`src/rtl/pixel_line_packetizer.sv`:
```
// pixel_line_packetizer
// Turns a packed RGB888 pixel stream (4 bytes per word, one frame framed by
// SOP/EOP) into one DSI long packet per image line:
//   header  {ECC, WC[15:8], WC[7:0], VC, DATA_TYPE}   (SOP, empty=0)
//   payload IMG_WIDTH*3/4 words, passed through unchanged
//   footer  {16'h0000, CRC-16}                         (EOP, empty=2)
//
// Ports
//   clk, rst_n                        clock, asynchronous active-low reset
//   st_in_data/valid/sop/eop/ready    input pixel stream (ready/valid)
//   st_out_data/valid/sop/eop/empty   output packet stream, one register stage
//   st_out_ready                      downstream accept
//   frame_start                       one-cycle pulse with the header of line 0
//   sync_err                          sticky framing error, cleared by reset only
module pixel_line_packetizer #(
    parameter int unsigned IMG_WIDTH = 64,
    parameter int unsigned IMG_HEIGH = 24,
    parameter logic [5:0]  DATA_TYPE = 6'h3E,
    parameter logic [1:0]  VC        = 2'b00
) (
    input  logic        clk,
    input  logic        rst_n,
    input  logic [31:0] st_in_data,
    input  logic        st_in_valid,
    input  logic        st_in_startofpacket,
    input  logic        st_in_endofpacket,
    output logic        st_in_ready,
    output logic [31:0] st_out_data,
    output logic        st_out_valid,
    output logic        st_out_startofpacket,
    output logic        st_out_endofpacket,
    output logic [1:0]  st_out_empty,
    input  logic        st_out_ready,
    output logic        frame_start,
    output logic        sync_err
);

    // DSI v1.1 header ECC: 6 Hamming parity bits over the 24-bit header.
    function automatic logic [5:0] ecc_f(input logic [23:0] d);
        logic [5:0] p;
        p[0] = d[0]  ^ d[1]  ^ d[2]  ^ d[4]  ^ d[5]  ^ d[7]  ^ d[10] ^ d[11] ^ d[13] ^
               d[16] ^ d[20] ^ d[21] ^ d[22] ^ d[23];
        p[1] = d[0]  ^ d[1]  ^ d[3]  ^ d[4]  ^ d[6]  ^ d[8]  ^ d[10] ^ d[12] ^ d[14] ^
               d[17] ^ d[20] ^ d[21] ^ d[22] ^ d[23];
        p[2] = d[0]  ^ d[2]  ^ d[3]  ^ d[5]  ^ d[6]  ^ d[9]  ^ d[11] ^ d[12] ^ d[15] ^
               d[18] ^ d[20] ^ d[21] ^ d[22];
        p[3] = d[1]  ^ d[2]  ^ d[3]  ^ d[7]  ^ d[8]  ^ d[9]  ^ d[13] ^ d[14] ^ d[15] ^
               d[19] ^ d[20] ^ d[21] ^ d[23];
        p[4] = d[4]  ^ d[5]  ^ d[6]  ^ d[7]  ^ d[8]  ^ d[9]  ^ d[16] ^ d[17] ^ d[18] ^
               d[19] ^ d[20] ^ d[22] ^ d[23];
        p[5] = d[10] ^ d[11] ^ d[12] ^ d[13] ^ d[14] ^ d[15] ^ d[16] ^ d[17] ^ d[18] ^
               d[19] ^ d[21] ^ d[22] ^ d[23];
        return p;
    endfunction

    // Reflected CRC-16 (0x8408), one bit at a time starting from bit 0, so
    // byte 0 is absorbed first and each byte LSB-first.
    function automatic logic [15:0] crc_word_f(input logic [15:0] crc_in, input logic [31:0] d);
        logic [15:0] c;
        logic        fb;
        c = crc_in;
        for (int i = 0; i < 32; i++) begin
            fb = c[0] ^ d[i];
            c  = {1'b0, c[15:1]};
            if (fb) begin
                c = c ^ 16'h8408;
            end
        end
        return c;
    endfunction

    localparam int unsigned    WPL         = IMG_WIDTH * 3 / 4;
    localparam int unsigned    WCW         = (WPL > 1) ? $clog2(WPL) : 1;
    localparam int unsigned    LCW         = (IMG_HEIGH > 1) ? $clog2(IMG_HEIGH) : 1;
    localparam logic [WCW-1:0] WORD_LAST   = WCW'(WPL - 1);
    localparam logic [LCW-1:0] LINE_LAST   = LCW'(IMG_HEIGH - 1);
    localparam logic [WCW-1:0] WORD_ZERO   = WCW'(0);
    localparam logic [LCW-1:0] LINE_ZERO   = LCW'(0);
    localparam logic [WCW-1:0] WORD_ONE    = WCW'(1);
    localparam logic [LCW-1:0] LINE_ONE    = LCW'(1);
    localparam logic [15:0]    WC          = 16'(IMG_WIDTH * 3);
    localparam logic [7:0]     ECC         = {2'b00, ecc_f({WC, VC, DATA_TYPE})};
    localparam logic [31:0]    HEADER_WORD = {ECC, WC[15:8], WC[7:0], VC, DATA_TYPE};

    typedef enum logic [1:0] {
        ST_IDLE    = 2'd0,
        ST_HEADER  = 2'd1,
        ST_PAYLOAD = 2'd2,
        ST_FOOTER  = 2'd3
    } state_t;

    state_t         state_r,       state_s;
    logic [WCW-1:0] word_cnt_r,    word_cnt_s;
    logic [LCW-1:0] line_cnt_r,    line_cnt_s;
    logic [15:0]    crc_r,         crc_s;
    logic           out_valid_r,   out_valid_s;
    logic [31:0]    out_data_r,    out_data_s;
    logic           out_sop_r,     out_sop_s;
    logic           out_eop_r,     out_eop_s;
    logic [1:0]     out_empty_r,   out_empty_s;
    logic           frame_start_r, frame_start_s;
    logic           sync_err_r,    sync_err_s;
    logic           in_en_r;
    logic           load_s;
    logic           bad_pos_s;
    logic           in_ready_s;
    logic           in_xfer_s;

    // Input acceptance: output-stage load condition plus SOP lookahead so a
    // frame-start word is left on the input until the header has gone out.
    always_comb begin
        load_s     = ~out_valid_r | st_out_ready;
        bad_pos_s  = (word_cnt_r != WORD_ZERO) | (line_cnt_r != LINE_ZERO);
        in_ready_s = 1'b0;
        case (state_r)
            ST_IDLE:    in_ready_s = in_en_r & ~(st_in_valid & st_in_startofpacket);
            ST_PAYLOAD: in_ready_s = in_en_r & load_s &
                                     ~(st_in_valid & st_in_startofpacket & bad_pos_s);
            default:    in_ready_s = 1'b0;
        endcase
        in_xfer_s = st_in_valid & in_ready_s;
    end

    // Next-state, counter, CRC and output-register values.
    always_comb begin
        state_s       = state_r;
        word_cnt_s    = word_cnt_r;
        line_cnt_s    = line_cnt_r;
        crc_s         = crc_r;
        out_data_s    = out_data_r;
        out_sop_s     = out_sop_r;
        out_eop_s     = out_eop_r;
        out_empty_s   = out_empty_r;
        frame_start_s = 1'b0;
        sync_err_s    = sync_err_r;
        // A consumed word leaves the register empty unless refilled below;
        // a stalled word keeps every qualifier untouched.
        if (load_s) begin
            out_valid_s = 1'b0;
        end else begin
            out_valid_s = out_valid_r;
        end

        case (state_r)
            ST_IDLE: begin
                if (in_en_r & st_in_valid & st_in_startofpacket) begin
                    state_s    = ST_HEADER;
                    line_cnt_s = LINE_ZERO;
                end else if (in_xfer_s) begin
                    // Word outside a frame: dropped.
                    sync_err_s = 1'b1;
                end else begin
                    state_s = ST_IDLE;
                end
            end

            ST_HEADER: begin
                if (load_s) begin
                    out_valid_s   = 1'b1;
                    out_data_s    = HEADER_WORD;
                    out_sop_s     = 1'b1;
                    out_eop_s     = 1'b0;
                    out_empty_s   = 2'd0;
                    frame_start_s = (line_cnt_r == LINE_ZERO);
                    word_cnt_s    = WORD_ZERO;
                    crc_s         = 16'hFFFF;
                    state_s       = ST_PAYLOAD;
                end else begin
                    state_s = ST_HEADER;
                end
            end

            ST_PAYLOAD: begin
                if (st_in_valid & st_in_startofpacket & bad_pos_s) begin
                    // Unexpected new frame: drop this line without a footer;
                    // the SOP word stays on the input for IDLE to pick up.
                    sync_err_s = 1'b1;
                    state_s    = ST_IDLE;
                end else if (in_xfer_s) begin
                    out_valid_s = 1'b1;
                    out_data_s  = st_in_data;
                    out_sop_s   = 1'b0;
                    out_eop_s   = 1'b0;
                    out_empty_s = 2'd0;
                    crc_s       = crc_word_f(crc_r, st_in_data);
                    if (st_in_endofpacket &
                        ~((word_cnt_r == WORD_LAST) & (line_cnt_r == LINE_LAST))) begin
                        sync_err_s = 1'b1;
                    end else begin
                        sync_err_s = sync_err_r;
                    end
                    if (word_cnt_r == WORD_LAST) begin
                        state_s = ST_FOOTER;
                    end else begin
                        word_cnt_s = word_cnt_r + WORD_ONE;
                    end
                end else begin
                    state_s = ST_PAYLOAD;
                end
            end

            ST_FOOTER: begin
                if (load_s) begin
                    out_valid_s = 1'b1;
                    out_data_s  = {16'h0000, crc_r};
                    out_sop_s   = 1'b0;
                    out_eop_s   = 1'b1;
                    out_empty_s = 2'd2;
                    if (line_cnt_r == LINE_LAST) begin
                        state_s = ST_IDLE;
                    end else begin
                        line_cnt_s = line_cnt_r + LINE_ONE;
                        state_s    = ST_HEADER;
                    end
                end else begin
                    state_s = ST_FOOTER;
                end
            end

            default: begin
                state_s = ST_IDLE;
            end
        endcase
    end

    // State, counters, CRC and registered outputs.
    always_ff @(posedge clk or negedge rst_n) begin
        if (!rst_n) begin
            state_r       <= ST_IDLE;
            word_cnt_r    <= WORD_ZERO;
            line_cnt_r    <= LINE_ZERO;
            crc_r         <= 16'hFFFF;
            out_valid_r   <= 1'b0;
            out_data_r    <= 32'h0000_0000;
            out_sop_r     <= 1'b0;
            out_eop_r     <= 1'b0;
            out_empty_r   <= 2'd0;
            frame_start_r <= 1'b0;
            sync_err_r    <= 1'b0;
            in_en_r       <= 1'b0;
        end else begin
            state_r       <= state_s;
            word_cnt_r    <= word_cnt_s;
            line_cnt_r    <= line_cnt_s;
            crc_r         <= crc_s;
            out_valid_r   <= out_valid_s;
            out_data_r    <= out_data_s;
            out_sop_r     <= out_sop_s;
            out_eop_r     <= out_eop_s;
            out_empty_r   <= out_empty_s;
            frame_start_r <= frame_start_s;
            sync_err_r    <= sync_err_s;
            in_en_r       <= 1'b1;
        end
    end

    assign st_in_ready          = in_ready_s;
    assign st_out_data          = out_data_r;
    assign st_out_valid         = out_valid_r;
    assign st_out_startofpacket = out_sop_r;
    assign st_out_endofpacket   = out_eop_r;
    assign st_out_empty         = out_empty_r;
    assign frame_start          = frame_start_r;
    assign sync_err             = sync_err_r;

endmodule

```
`config.mk`:
```
export PLATFORM = sky130hd
export DESIGN_NAME = pixel_line_packetizer
export DESIGN_NICKNAME = d
export VERILOG_FILES = /design/src/rtl/pixel_line_packetizer.sv
export SDC_FILE = /design/constraint.sdc
export NUM_CORES = 1
export LEC_CHECK = 0
export CORE_MARGIN = 3
export CORE_UTILIZATION = 57
export DETAILED_ROUTE_END_ITERATION = 8
export PLACE_DENSITY_LB_ADDON = 0.05
export SYNTH_ARGS = -nofsm -noshare
export SYNTH_HDL_FRONTEND = slang
export SYNTH_SLANG_ARGS = --single-unit
```
`constraint.sdc`:
```
create_clock -name clk -period 4.4 [get_ports clk]
set_input_delay 1.1 -clock clk [delete_from_list [all_inputs] [get_ports clk]]
set_output_delay 1.1 -clock clk [all_outputs]
set_load 0.05 [all_outputs]
```
==> flow_summary.toml <==
[worst_setup_path]
cp_slowest_stage_delay_ns = 0.81
startpoint = "line_cnt_r[0]"
r2r_cells = 8
startpoint_type = "flip-flop"
r2r_end = "crc_r[14]"
worst_ep_arrival_time_ns = 3.10
r2r-start = "line_cnt_r[0]"
crit_path_top_delay_cell = "clkdlybuf4s50_1"
end_kind = "output pin"
crit_chain = "inv_1 > ha_1 > or4b_2 > or3_1 > nor2b_1 > nor2_1 > clkdlybuf4s50_1"
r2r_slack_ns = 1.41
critical_path_class = "reg -> out"
path_max_fanout = 4
crit_required_ns = 3.30
crit_path_end = "st_in_ready"

[clock_network]
post-cts-setup-buffers = 0
cts_made_buffers = 9
cts_hold_buf = 0
post_cts_resized = 0
numClockSinks = 67
clockRootBuffer = "clkbuf_8"
clock_path_buffers = 2
htreeDepth = 3
insertion_delay_ns = 0.34
path_clk_slew_ns = 0.07
cts_tree = "done"

[synthesis]
synth_seq_area_share_pct = 41.3
synth_cell_types = 54
synth-seq-cells = 67
mappedNetlistArea_um2 = 4110
avgSynthCellArea_um2 = 12.1
synth-async-reset-ratio_pct = 100
synth_xor_area_share_pct = 31.7
yosys_warnings = 0
synth_nets = 382
synth_top_family_by_area = "XOR/XNOR gates"
synth_edf_count = 0
synth_simple_gate_area_share_pct = 9.68
syn-instance-count = 340
synth_fa_ha_area_share_pct = 1.22
synth_ff_type = "dfrtp_1"
muxShareOfSynthArea_pct = 0.274
synth-compound-area-share_pct = 13.4

[global_route]
grt_pass1_vias = 2933
grt_max_degree = 37
grt_use_total_pct = 24.4
grt.overflow.total = 0
grt_pass1_wl_um = 15800
antenna_found_initial = 0

[routing]
viasPerCell = 5.78
vias = 2981
dr.pass1.iters = 4
drc_errors = 0
drtIter0Drc = 176
ant_nets = 0
routedWlPerCell_um = 18.6
finalWirelength_um = 9610

[sta]
finalClockSkew_ns = 0.00760
worst_pin_slew_ns = 0.805
fmax_mhz = 238
rsz0062_at_grt = "no"
maxSlewHeadroom_pct = 46.3
period_minus_slack_ns = 4.20
slew_violations = 0
setup_tns_ns = 0
final-hold-violation-count = 0
period_share_pct = 95.4
finalSetupViolations = 0

[outcome]
status = "finished clean"

[placed_design]
hpwl_um = 6960
gp_congestion = 0.939
io_buffers = 76

[layout]
drive_gt1_share_pct = 13.1
fin_nets = 458
diodes = 0
syn_to_final_growth_pct = 25.7

[die]
die_x_um = 90.9
die_h_um = 90.9
rows = 30
num_io_pins = 78
core_um2 = 6910
dieArea_um2 = 8260
start_util_pct = 59.5

[min_path]
hold_path_class = "reg -> reg"

[job]
maxCapViolCount = 0
-- per-layer routing --
metal  up-vias  track usage (%)  part of all wire [%]
li1       1367                -                     -
met1      1472             36.8                    48
met2       126             35.9                    44
met3        16             4.42                   6.2
met4         0             8.17                   1.7
met5         -                0                     0
-- final cells by class --
type | count | area, um2
multi-input combinational | 252 | 2330
fill | 501 | 1740
sequential | 67 | 1700
timing repair buffer | 82 | 801
clock buffer | 11 | 151
tap | 96 | 120
clock inverter | 4 | 50.0
inverter | 4 | 15.0
-- layout by cell type (no fill, tap or decap), types with 3 or more instances in the layout --
master	netlist	final
nand2b_1	4	4
o22ai_1	6	6
ha_1	4	4
dfstp_2	16	16
nor2_1	46	46
xnor3_1	23	23
nand4_1	5	5
o21ai_0	3	3
a22oi_1	3	3
clkbuf_8	0	11
xnor2_1	29	29
xnor3_2	3	3
a21oi_1	18	17
xor3_1	5	5
o22a_1	6	6
a22o_1	17	17
buf_4	2	6
inv_1	4	4
clkdlybuf4s50_1	0	75
nor2b_1	3	3
nand2_1	12	12
a221oi_1	8	8
xor2_1	18	18
dfrtp_1	51	51
-- cell usage after synthesis (2+ instances only) --
cell,instances,area share (%)
a22o_1,17,3.6
nand2b_1,4,0.61
a221oi_1,8,1.7
nand3b_1,2,0.37
nor2b_1,3,0.46
dfstp_2,16,10
nor3b_1,3,0.55
buf_4,2,0.37
xor3_1,5,2.9
nand4_1,5,0.76
nor2_1,46,4.2
o22ai_1,6,0.91
xor2_1,18,3.8
ha_1,4,1.2
xor3_4,2,1.3
conb_1,2,0.18
dfrtp_1,51,31
a21oi_1,18,2.2
o21ai_0,3,0.37
buf_2,3,0.37
a31oi_1,2,0.30
clkbuf_1,11,1.0
inv_1,4,0.37
o211ai_1,2,0.37
xnor2_1,29,6.2
a22oi_1,3,0.55
o22a_1,6,1.3
and3_1,2,0.30
xnor3_2,3,1.7
nand2_1,12,1.1
or4b_2,2,0.49
xnor3_1,23,13
xnor2_2,2,0.79
-- through the flow --
step | hold slack, ns | std cells | area [um2] | utilization, % | worst slack, ns
4_1_cts | 0.487 | 516 | 5160 | 74.8 | 0.212
2_1_floorplan | 0.495 | 340 | 4110 | - | 0.956
3_5_place_dp | 0.467 | 501 | 4960 | 71.9 | 0.474
6_report | 0.486 | 516 | 5160 | 74.8 | 0.204
5_1_grt | 0.514 | 516 | 5160 | 74.8 | 0.115
3_3_place_gp | 0.465 | 501 | 4960 | 71.9 | 0.508
-- registers in the layout, summed over array words and instances (netlist names) --
signal	count
st_out_empty	1
st_out_data	32
st_out_valid	1
in_en_r	1
word_cnt_r	6
line_cnt_r	5
crc_r	16
frame_start	1
state_r	2
sync_err	1
st_out_startofpacket	1
-- logic make-up (layout without fill, tap and decap cells) --
logic type / Yosys count / count (layout)
flip-flops: 67 / 67
XOR/XNOR: 86 / 86
multiplexers: 1 / 1
adder cells (fa/ha/maj): 4 / 4
AO/OA/AOI/OAI: 75 / 75
buffers and inverters: 21 / 101
other: 2 / 2
AND/OR/NAND/NOR: 84 / 84
-- critical path, delay by kind of cell (launching register included) --
| kind | cells | cell delay [ns] |
|---|---|---|
| and+or+nand+nor | 4 | 1.31 |
| buffers and inverters | 2 | 0.88 |
| DFF | 1 | 0.42 |
| adders and majority gates | 1 | 0.13 |
-- how the worst min path moves through the flow --
stage,from,end,slack (ns),depth (start not counted)
after floorplan,crc_r[10],crc_r[10],0.49,2
after global placement,st_out_startofpacket,st_out_startofpacket,0.46,1
after detailed placement,st_out_startofpacket,st_out_startofpacket,0.47,1
after CTS,st_out_startofpacket,st_out_startofpacket,0.49,1
after global routing,st_out_data[20],st_out_data[20],0.51,1
final,st_out_startofpacket,st_out_startofpacket,0.49,1
Power is left out: the tool's default activity adds up to more than one toggle a clock period on the data nets, which glitch-free logic cannot reach.
